[src/rtl/cpu_types_pkg.sv]
// Shared CPU types: register index, pipeline controller FSM state and the
// bundle of latch/PC control strobes produced by the stall/flush sequencer.
package cpu_types_pkg;

   localparam int REG_W = 5;

   typedef logic [REG_W-1:0] regbits_t;

   typedef enum logic [1:0] {
      RUN    = 2'd0,
      DWAIT  = 2'd1,
      HALTED = 2'd2
   } ctrl_state_t;

   typedef struct packed {
      logic pc_en;
      logic ifid_en;
      logic idex_en;
      logic exmem_en;
      logic memwb_en;
      logic ifid_flush;
      logic idex_flush;
      logic exmem_flush;
      logic memwb_flush;
   } latch_ctrl_t;

   localparam latch_ctrl_t CTRL_FREEZE  = '0;
   localparam latch_ctrl_t CTRL_ADVANCE = '{pc_en: 1'b1, ifid_en: 1'b1, idex_en: 1'b1,
                                            exmem_en: 1'b1, memwb_en: 1'b1, default: 1'b0};

endpackage

[src/rtl/pipeline_ctrl_hazard_detect.sv]
// Load-use comparator: EX-stage load whose destination feeds an ID-stage source.
module hazard_detect
   import cpu_types_pkg::*;
(
   input  logic     ex_dREN,
   input  regbits_t ex_wsel,
   input  regbits_t id_rs,
   input  regbits_t id_rt,
   output logic     load_use
);
   regbits_t   src [2];
   logic [1:0] match;

   assign src[0] = id_rs;
   assign src[1] = id_rt;

   generate
      for (genvar gi = 0; gi < 2; gi++) begin : g_src_cmp
         assign match[gi] = (ex_wsel == src[gi]);
      end
   endgenerate

   // Register 0 is hardwired, so a load targeting it never creates a dependency.
   assign load_use = ex_dREN & (ex_wsel != '0) & (|match);
endmodule

[src/rtl/pipeline_ctrl.sv]
// Five-stage pipeline stall/flush sequencer: latch enables/flushes, PC enable,
// outstanding-access FSM, sticky halt and a saturating stall-cycle counter.
module pipeline_ctrl
   import cpu_types_pkg::*;
#(
   parameter int CNT_W = 16
) (
   input  logic             CLK,
   input  logic             nRST,
   input  logic             ihit,
   input  logic             dhit,
   input  logic             mem_dREN,
   input  logic             mem_dWEN,
   input  logic             ex_dREN,
   input  regbits_t         ex_wsel,
   input  regbits_t         id_rs,
   input  regbits_t         id_rt,
   input  logic             redirect,
   input  logic             wb_halt,
   output logic             pc_en,
   output logic             ifid_en,
   output logic             idex_en,
   output logic             exmem_en,
   output logic             memwb_en,
   output logic             ifid_flush,
   output logic             idex_flush,
   output logic             exmem_flush,
   output logic             memwb_flush,
   output logic             halt,
   output ctrl_state_t      ctrl_state,
   output logic [CNT_W-1:0] stall_cnt
);
   logic             mem_op;
   logic             mem_stall;
   logic             advance;
   logic             load_use;
   ctrl_state_t      state_reg, state_next;
   logic             halt_reg, halt_next;
   logic [CNT_W-1:0] stall_cnt_reg, stall_cnt_next;
   latch_ctrl_t      ctl;

   assign mem_op    = mem_dREN | mem_dWEN;
   assign mem_stall = mem_op & ~dhit;
   assign advance   = ihit & ~mem_stall;

   hazard_detect u_hazard_detect (
      .ex_dREN  (ex_dREN),
      .ex_wsel  (ex_wsel),
      .id_rs    (id_rs),
      .id_rt    (id_rt),
      .load_use (load_use)
   );

   always_ff @(posedge CLK or negedge nRST) begin
      if (!nRST) begin
         state_reg     <= RUN;
         halt_reg      <= 1'b0;
         stall_cnt_reg <= '0;
      end else begin
         state_reg     <= state_next;
         halt_reg      <= halt_next;
         stall_cnt_reg <= stall_cnt_next;
      end
   end

   always_comb begin
      ctl        = CTRL_FREEZE;
      state_next = state_reg;

      if (state_reg == HALTED || wb_halt || mem_stall) begin
         ctl = CTRL_FREEZE;
      end else if (mem_op && !ihit) begin
         // Data returned while fetch is still waiting: retire the access and
         // bubble EX/MEM so the request is not issued a second time.
         ctl.memwb_en    = 1'b1;
         ctl.exmem_flush = 1'b1;
      end else if (advance && redirect) begin
         ctl            = CTRL_ADVANCE;
         ctl.ifid_flush = 1'b1;
         ctl.idex_flush = 1'b1;
      end else if (advance && load_use) begin
         ctl            = CTRL_ADVANCE;
         ctl.pc_en      = 1'b0;
         ctl.ifid_en    = 1'b0;
         ctl.idex_flush = 1'b1;
      end else if (advance) begin
         ctl = CTRL_ADVANCE;
      end

      case (state_reg)
         RUN:     if (mem_stall) state_next = DWAIT;
         DWAIT:   if (dhit)      state_next = RUN;
         HALTED:  state_next = HALTED;
         default: state_next = RUN;
      endcase
      if (wb_halt) state_next = HALTED;

      halt_next = halt_reg | wb_halt;

      stall_cnt_next = stall_cnt_reg;
      if (state_reg != HALTED && !ctl.pc_en && stall_cnt_reg != '1)
         stall_cnt_next = stall_cnt_reg + CNT_W'(1);
   end

   assign pc_en       = ctl.pc_en;
   assign ifid_en     = ctl.ifid_en;
   assign idex_en     = ctl.idex_en;
   assign exmem_en    = ctl.exmem_en;
   assign memwb_en    = ctl.memwb_en;
   assign ifid_flush  = ctl.ifid_flush;
   assign idex_flush  = ctl.idex_flush;
   assign exmem_flush = ctl.exmem_flush;
   assign memwb_flush = ctl.memwb_flush;
   assign halt        = halt_reg;
   assign ctrl_state  = state_reg;
   assign stall_cnt   = stall_cnt_reg;
endmodule

[config.mk]
export PLATFORM = sky130hd
export DESIGN_NAME = pipeline_ctrl
export DESIGN_NICKNAME = d
export VERILOG_FILES = /design/src/rtl/cpu_types_pkg.sv /design/src/rtl/pipeline_ctrl_hazard_detect.sv /design/src/rtl/pipeline_ctrl.sv
export SDC_FILE = /design/constraint.sdc
export NUM_CORES = 1
export LEC_CHECK = 0
export CAP_MARGIN = 20
export CORE_MARGIN = 5
export CORE_UTILIZATION = 35
export DETAILED_ROUTE_END_ITERATION = 10
export PLACE_DENSITY = 0.69
export SLEW_MARGIN = 20
export SYNTH_ARGS = -nofsm -noshare
export SYNTH_HDL_FRONTEND = slang
export SYNTH_SLANG_ARGS = --single-unit
export TNS_END_PERCENT = 30
[constraint.sdc]
create_clock -name CLK -period 3.5 [get_ports CLK]
set_clock_uncertainty 0.15 [all_clocks]
set_input_delay 0.7 -clock CLK [delete_from_list [all_inputs] [get_ports CLK]]
set_output_delay 0.7 -clock CLK [all_outputs]
set_load 0.005 [all_outputs]
Yosys cells after proc, flatten, opt, wreduce, memory -nomap -nowiden

Cells that the tools add are included.

Flip-flop bits (word level): 19
Bits in latches: 0
Memory bits (writable): 0
ROM bits: 0
Input bits: 24
Output and inout port bits: 28
Word-level logic and storage cells: 46
Memories kept: 0

$add $sub $neg: 1
Multipliers: 0
Div/mod/pow operators: 0
Order comparisons: 0
Eq/ne operators: 8
Shift operators: 0
Muxes and demuxes: 13
Bitwise logic cells: 8
Reductions and logical operators: 13

Operators by type and width:

| cell                  | count |
|---|---|
| $mux 9                | 4 |
| $add 16x1->16 const B | 1 |
| $ne 16x16->1 const B  | 1 |
| $eq 5x5->1            | 2 |
| $mux 2                | 4 |
| $ne 3x3->1 const B    | 2 |
| $pmux 2 s3            | 1 |
| $logic_and 1x1->1     | 5 |
| $reduce_bool 5->1     | 1 |
| $and 1x1->1           | 4 |
| $mux 4                | 1 |
| $mux 1                | 3 |
| $eq 2x1->1 const B    | 1 |
| $eq 2x2->1 const B    | 1 |
| $logic_not 1->1       | 2 |
| $logic_not 2->1       | 1 |
| $logic_or 1x1->1      | 2 |
| $ne 2x2->1 const B    | 1 |
| $not 1->1             | 2 |
| $or 1x1->1            | 2 |
| $reduce_and 2->1      | 1 |
| $reduce_or 2->1       | 1 |

Depth between registers and ports, before layout

Gate-level depths: netlist of the first run.

Depth after elaboration: 12
Gate-level depth with buffers: 8
Gate-level depth less buffers: 7

Hierarchy

A second synthesis of the first run with hierarchy kept.

Cells, all modules: 116
Area total of the unflattened synthesis: 1189.9 µm²

Modules (own cells, without submodules):

| module        | times used | cells an instance | area each (µm²) | sequential area each (µm²) |
|---|---|---|---|---|
| pipeline_ctrl | 1          | 99                | 1064.8          | 475.5 |
| hazard_detect | 1          | 17                | 125.1           | 0.0 |

Least setup slack after synthesis of the first run

No wires, ideal clock.

Path kind: input port to output port
Start point: input port ex_wsel[3]
End point: output port pc_en
Arrival time: 1.857 ns
Data required time: 2.650 ns
Path slack: 0.793 ns
Stages: 7
Buffers on the path: 2
Cell sequence: xor2_1 -> nor3_2 -> a22oi_2 -> o31ai_4 -> buf_6 -> inv_1 -> buf_4

Word-level cells in the longest chain between the ends: 8
Elaborated cells between the ends (all ways): 11
Classes of those cells: eq/ne (2); mux (4); bitwise (2); reduce/logical (3)

Ends and longest elaborated chain:

| what                                            | line                                                                 | text |
|---|---|---|
| from (decl)                                     | pipeline_ctrl.sv:15                                                  | `input regbits_t ex_wsel,` |
| $eq 5x5->1 or $reduce_bool 5->1 (tied branches) | pipeline_ctrl_hazard_detect.sv:19, pipeline_ctrl_hazard_detect.sv:24 |  |
| $reduce_or 2->1 or $and 1x1->1 (tied branches)  | pipeline_ctrl_hazard_detect.sv:24                                    | `assign load_use = ex_dREN & (ex_wsel != '0) & (\|match);` |
| $and 1x1->1 (*)                                 | pipeline_ctrl_hazard_detect.sv:24                                    |  |
| $logic_and 1x1->1 (*)                           | pipeline_ctrl.sv:81                                                  | `end else if (advance && load_use) begin` |
| $mux 9 (*)                                      | pipeline_ctrl.sv:81                                                  |  |
| $mux 9 (*)                                      | pipeline_ctrl.sv:77                                                  | `end else if (advance && redirect) begin` |
| $mux 4 (*)                                      | pipeline_ctrl.sv:72                                                  | `end else if (mem_op && !ihit) begin` |
| $mux 9 (*)                                      | pipeline_ctrl.sv:70                                                  | `if (state_reg == HALTED \|\| wb_halt \|\| mem_stall) begin` |
| to (decl)                                       | pipeline_ctrl.sv:20                                                  | `output logic pc_en,` |

Every way passes the cells marked *; elsewhere a longest branch is shown, timed or not.

Final worst setup path of the first run

Start point: input port ex_wsel[2]
End point: output port pc_en

Same word-level chain as after synthesis.

==> impl_metrics.tcl, run 1 <==
set metrics [dict create \
    run_status "completed" \
    crit_arrival_ps 2580 \
    place.detailed.instances 201 \
    synth_nets 135 \
    setup.reg_to_reg.worst_slack_ps 1050 \
    max_slew_margin 0.452 \
    whs_ps 333 \
    postSynthRegisterBits 19 \
    clock_sinks 19 \
    min_to "halt$_DFF_PN0_" \
    chip_height_um 67.1 \
    worstSkewPairLatency_ps 290 \
    max-cap-violations 0 \
    final_core_util 0.553 \
    floorplan.initialDensity 0.370 \
    synth_async_sr_flop_share 1.00 \
    synthAdderAreaFrac 0.0110 \
    worstPathRequired_ps 2650 \
    ys_top_cells_by_count "19 x dfrtp_1, 14 x xnor2_1, 11 x nand3_1" \
    timing.rr.start "stall_cnt[0]$_DFFE_PN0P_" \
    io-pin-count 52 \
    startpoint "ex_wsel[2]" \
    hold_start "halt$_DFF_PN0_" \
    rsz_0062_raised_after_global_routing "false" \
    drt-total-wl_um 2670 \
    synth_edf_count 0 \
    cpMostUsedCell "clkdlybuf4s50_1" \
    reg2reg_depth 7 \
    clk_pin_slew_ps 100 \
    setup_violations 0 \
    synth_seq_area_share 0.417 \
    cts_tree "done" \
    yosys-top-cells-area "dfrtp_1 42%, xnor2_1 11%, xor2_1 7.7%, nand3_1 4.8%, and3_1 3.8%" \
    grt_overflow_total 0 \
    ys_types 39 \
    worst_slew_pin_slew_ps 819 \
    floorplan.die_area_um2 4500 \
    drtIter0Drc 27 \
    worst_r2r_endpoint "stall_cnt[1]$_DFFE_PN0P_" \
    multi_input_comb_area_um2 622 \
    powerDensity_nw_per_um2 236 \
    vias_per_cell 4.97 \
    syn-instance-count 110 \
    avgSynthCellArea_um2 10.4 \
    vdd_drop_max_mv 0.102 \
    hold_buffers 0 \
    worst-path-max-fanout 2 \
    grt_antenna_before_repair 0 \
    period_share 0.981 \
    timing_hold_violations_final 0 \
    slowest_delay_ps 530 \
    first_global_vias 1005 \
    grtUsageTotal 0.123 \
    insertedDiodeCount 0 \
    setup.worst_path.start_class "input port" \
    drc_violations_left 0 \
    synth_simple_gate_area_share 0.267 \
    postCtsSetupRepairBufs 0 \
    netlist.top_cell.by_area "dfrtp_1" \
    fin_nets 187 \
    ctsHtreeMaxLevel 1 \
    timing_worst_setup_path_type "in2out" \
    antenna_violating_nets_post_route 0 \
    post-route-min-period_ps 3430 \
    drive_above_1_share 0.106 \
    synth_compound_gate_area_share 0.0571 \
    wl_per_cell_um 13.0 \
    timing.fmax_mhz 291 \
    detail_route.first_pass.iterations 4 \
    synth_top_area_frac 0.417 \
    grt_start_max_net_pins 20 \
    tns_ps 0 \
    worstPathBufferInverterCount 3 \
    detailedPlacementHpwl_um 2190 \
    core_area_um2 3080 \
    leakage_power_of_the_design_nw 0.702 \
    total_power_mw 0.401 \
    crit_path_cell_trace "clkdlybuf4s50_1 > or4_1 > o21ai_2 > o31ai_4 > inv_1 > clkdlybuf4s50_1" \
    largest_reg_flops 16 \
    num_vias 1019 \
    path_type_of_the_worst_min_delay_path "reg2reg" \
    ys_warnings 0 \
    finalMaxSlewViolations 0 \
    sequential_cell_area_um2 475 \
    layout.cells.non_filler 205 \
    crit_path_slowest_cell "or4_1" \
    cts_repair_resize_count 0 \
    cts_buffer_depth 2 \
    die-width_um 67.1 \
    synth_xor_area_frac 0.184 \
    cp_top_family "buffers and inverters" \
    yosys.cell_count.top_type "dfrtp_1" \
    dominantRegCellSynth "dfrtp_1" \
    critical_path.endpoint_type "primary output" \
    synth_top_family_by_area "simple AND/OR/NAND/NOR gates" \
    ctsRootBufferMaster "clkbuf_4" \
    synth_to_layout_area_growth_pct 49.4 \
    floorplan.rows 20 \
    globalplace.congestion 0.786 \
    grt_pass1_wl_um 4340 \
    syn-cell-area_um2 1140 \
    hold_path_depth 1 \
    fillcell_total 271 \
    cts-buffers-inserted 3 \
    place.port_buffers 50 \
    post_synth_mux_area_share 0.0231 \
]
area by class of cell:
class | count | area share
Timing Repair Buffer | 52 | 0.306
Sequential cell | 19 | 0.279
Clock buffer | 4 | 0.0154
Tap cell | 44 | 0.0323
Inverter | 1 | 0.00220
Multi-Input combinational cell | 85 | 0.365
power breakdown:
part | switching, mW | total [mW] | internal [mW]
sequential | 0.00482 | 0.228 | 0.223
combinational | 0.0260 | 0.0656 | 0.0397
clock | 0.0638 | 0.108 | 0.0444
metrics by stage:
| stage | worst slack, ps | cell area [µm²] |
|---|---|---|
| after global placement | 75.5 | 1670 |
| after detailed placement | 13.8 | 1670 |
| final | 65.5 | 1700 |
| after global routing | 1.17 | 1700 |
| after floorplan | 793 | 1140 |
| after CTS | 12.6 | 1700 |
layer usage:
metal,vias to the layer above,global-route usage,part of all wire
met2,53,0.195,0.46
met1,478,0.156,0.44
met5,-,0,0
li1,486,-,-
met3,2,0.0422,0.096
met4,0,0.0354,0.0086
cell families after synthesis:
group	count (synthesis)
AO/OA/AOI/OAI	7
AND/OR/NAND/NOR	50
XOR/XNOR	24
buffers and inverters	6
other	1
flip-flops	19
adder cells (fa/ha/maj)	1
multiplexers	2
placed cells by master (no fill, tap or decap), types with 2 or more instances in the layout:
| master | count |
|---|---|
| nand3_1 | 11 |
| dlymetal6s2s_1 | 2 |
| nand4_1 | 6 |
| dfrtp_1 | 19 |
| nor2_1 | 6 |
| buf_4 | 2 |
| o21ai_0 | 2 |
| xor2_1 | 10 |
| clkdlybuf4s50_1 | 48 |
| and3_1 | 7 |
| nand2_1 | 2 |
| clkbuf_4 | 3 |
| nor3_2 | 2 |
| xnor2_1 | 14 |
worst max-delay path by stage:
stage / to / slack [ps] / cells past startpoint
final: pc_en / 70 / 6
after global routing: pc_en / 1 / 6
after CTS: pc_en / 10 / 6
after detailed placement: pc_en / 10 / 6
after global placement: idex_flush / 80 / 6
after floorplan: pc_en / 790 / 7
No activity file was read; power rests on OpenSTA's default activity.
==> run 2, diff against run 1 <==
--- a/config.mk
+++ b/config.mk
@@ -7,9 +7,9 @@
 export LEC_CHECK = 0
 export CAP_MARGIN = 20
 export CORE_MARGIN = 5
-export CORE_UTILIZATION = 35
+export CORE_UTILIZATION = 44
 export DETAILED_ROUTE_END_ITERATION = 10
-export PLACE_DENSITY = 0.69
+export PLACE_DENSITY = 0.89
 export SLEW_MARGIN = 20
 export SYNTH_ARGS = -nofsm -noshare
 export SYNTH_HDL_FRONTEND = slang
==> run 2 against run 1 <==
Largest power group unchanged. Routed wire length rose by 5.3%. Count of clock-buffer cells in the layout did not move. Largest cell class unchanged. First-iteration DRC count did not move.
==> impl_metrics.tcl, run 2 (same netlist as run 1, synthesis figures left out) <==
set metrics [dict create \
    timing_hold_violations_final 0 \
    worst_r2r_endpoint "stall_cnt[1]$_DFFE_PN0P_" \
    reg2reg_depth 8 \
    vdd_drop_max_mv 0.181 \
    postCtsSetupRepairBufs 0 \
    grt_start_max_net_pins 20 \
    cpMostUsedCell "clkdlybuf4s50_1" \
    place.detailed.instances 188 \
    wl_per_cell_um 14.7 \
    leakage_power_of_the_design_nw 0.729 \
    worstPathBufferInverterCount 3 \
    synth_to_layout_area_growth_pct 49.7 \
    worstPathRequired_ps 2650 \
    run_status "completed" \
    grt_antenna_before_repair 0 \
    detail_route.first_pass.iterations 4 \
    hold_start "halt$_DFF_PN0_" \
    drt-total-wl_um 2820 \
    whs_ps 332 \
    max_slew_margin 0.428 \
    rsz_0062_raised_after_global_routing "true" \
    max-cap-violations 0 \
    cts_buffer_depth 2 \
    drtIter0Drc 27 \
    powerDensity_nw_per_um2 236 \
    fin_nets 188 \
    period_share 0.978 \
    floorplan.die_area_um2 3710 \
    setup_violations 0 \
    antenna_violating_nets_post_route 0 \
    timing_worst_setup_path_type "in2out" \
    setup.worst_path.start_class "input port" \
    cts-buffers-inserted 3 \
    hold_path_depth 1 \
    core_area_um2 2480 \
    tns_ps 0 \
    vias_per_cell 5.36 \
    floorplan.initialDensity 0.460 \
    num_vias 1029 \
    floorplan.rows 18 \
    crit_path_slowest_cell "or4_4" \
    insertedDiodeCount 0 \
    clock_sinks 19 \
    timing.fmax_mhz 292 \
    post_dp_cell_area_um2 1660 \
    die-width_um 60.9 \
    ctsRootBufferMaster "clkbuf_4" \
    place.port_buffers 50 \
    finalMaxSlewViolations 0 \
    setup.reg_to_reg.worst_slack_ps 1190 \
    final_core_util 0.689 \
    post-route-min-period_ps 3420 \
    timing.rr.start "stall_cnt[0]$_DFFE_PN0P_" \
    hold_buffers 0 \
    layout.cells.non_filler 192 \
    layout_common_cells "47 x clkdlybuf4s50_1, 19 x dfrtp_1, 14 x xnor2_1" \
    cts_repair_resize_count 0 \
    cts_tree "done" \
    clk_pin_slew_ps 100 \
    ctsHtreeMaxLevel 1 \
    min_to "halt$_DFF_PN0_" \
    slowest_delay_ps 520 \
    crit_arrival_ps 2570 \
    worst-path-max-fanout 3 \
    first_global_vias 1052 \
    layout_commonest_cell "clkdlybuf4s50_1" \
    worst_slew_pin_slew_ps 855 \
    grt_overflow_total 0 \
    drive_above_1_share 0.117 \
    fillcell_total 212 \
    chip_height_um 60.9 \
    detailedPlacementHpwl_um 2290 \
    globalplace.congestion 0.776 \
    layout.cell_area.non_filler_um2 1710 \
    io-pin-count 52 \
    worstSkewPairLatency_ps 290 \
    path_type_of_the_worst_min_delay_path "reg2reg" \
    drc_violations_left 0 \
    crit_path_cell_trace "clkdlybuf4s50_1 > or4_4 > o21ai_4 > o31ai_4 > inv_1 > clkdlybuf4s50_1" \
    critical_path.endpoint_type "primary output" \
    cp_top_family "buffers and inverters" \
    grtUsageTotal 0.158 \
    grt_pass1_wl_um 4430 \
    startpoint "ex_wsel[3]" \
    largest_reg_flops 16 \
]
[run 2: cell count changes in the layout (fill, tap and decap cells not counted), sizes merged]
cell,delta
buf,+1
clkdlybuf4s50,-1
dlymetal6s2s,+1
[run 2: worst max-delay path by stage]
stage	endpoint	slack, ps	cells past startpoint
floorplan	pc_en	790	7
global placement	idex_flush	90	6
detailed placement	pc_en	9	6
CTS	pc_en	10	6
global route	pc_en	-2	7
finish	pc_en	80	6
[run 2: per-layer routing]
metal / GRT usage / wire length (µm) / vias up
met4: 0.0433 / 10 / 0
met5: 0 / 0 / -
li1: - / - / 487
met3: 0.0362 / 210 / 2
met2: 0.305 / 1500 / 46
met1: 0.170 / 1090 / 494
[run 2: stage by stage]
step	power (mW)	worst slack (ps)
2_1_floorplan	0.252	793
3_3_place_gp	0.296	86.4
3_5_place_dp	0.299	9.23
4_1_cts	0.405	13.0
5_1_grt	0.419	-1.51
6_report	0.403	77.7
[run 2: report_power, final]
part / internal, mW / switching [mW] / total [mW]
clock: 0.0443 / 0.0634 / 0.108
sequential: 0.223 / 0.00455 / 0.227
combinational: 0.0405 / 0.0270 / 0.0675
total: 0.308 / 0.0950 / 0.403
[run 2: layout make-up]
class	instances	area (µm²)	share of cell area
clock buffers	4	26.3	0.0154
repair buffers	53	531	0.311
multi-input cells	85	633	0.371
well taps	30	37.5	0.0220
inverters	1	3.75	0.00220
flip-flops and latches	19	475	0.279
==> run 3, diff against run 2 <==
--- a/config.mk
+++ b/config.mk
@@ -9,6 +9,7 @@
 export CORE_MARGIN = 5
 export CORE_UTILIZATION = 44
 export DETAILED_ROUTE_END_ITERATION = 10
+export GPL_ROUTABILITY_DRIVEN = 0
 export PLACE_DENSITY = 0.89
 export SLEW_MARGIN = 20
 export SYNTH_ARGS = -nofsm -noshare
==> results of run 3 <==
No change in the layout: final DEF, timing and power equal those of run 2.
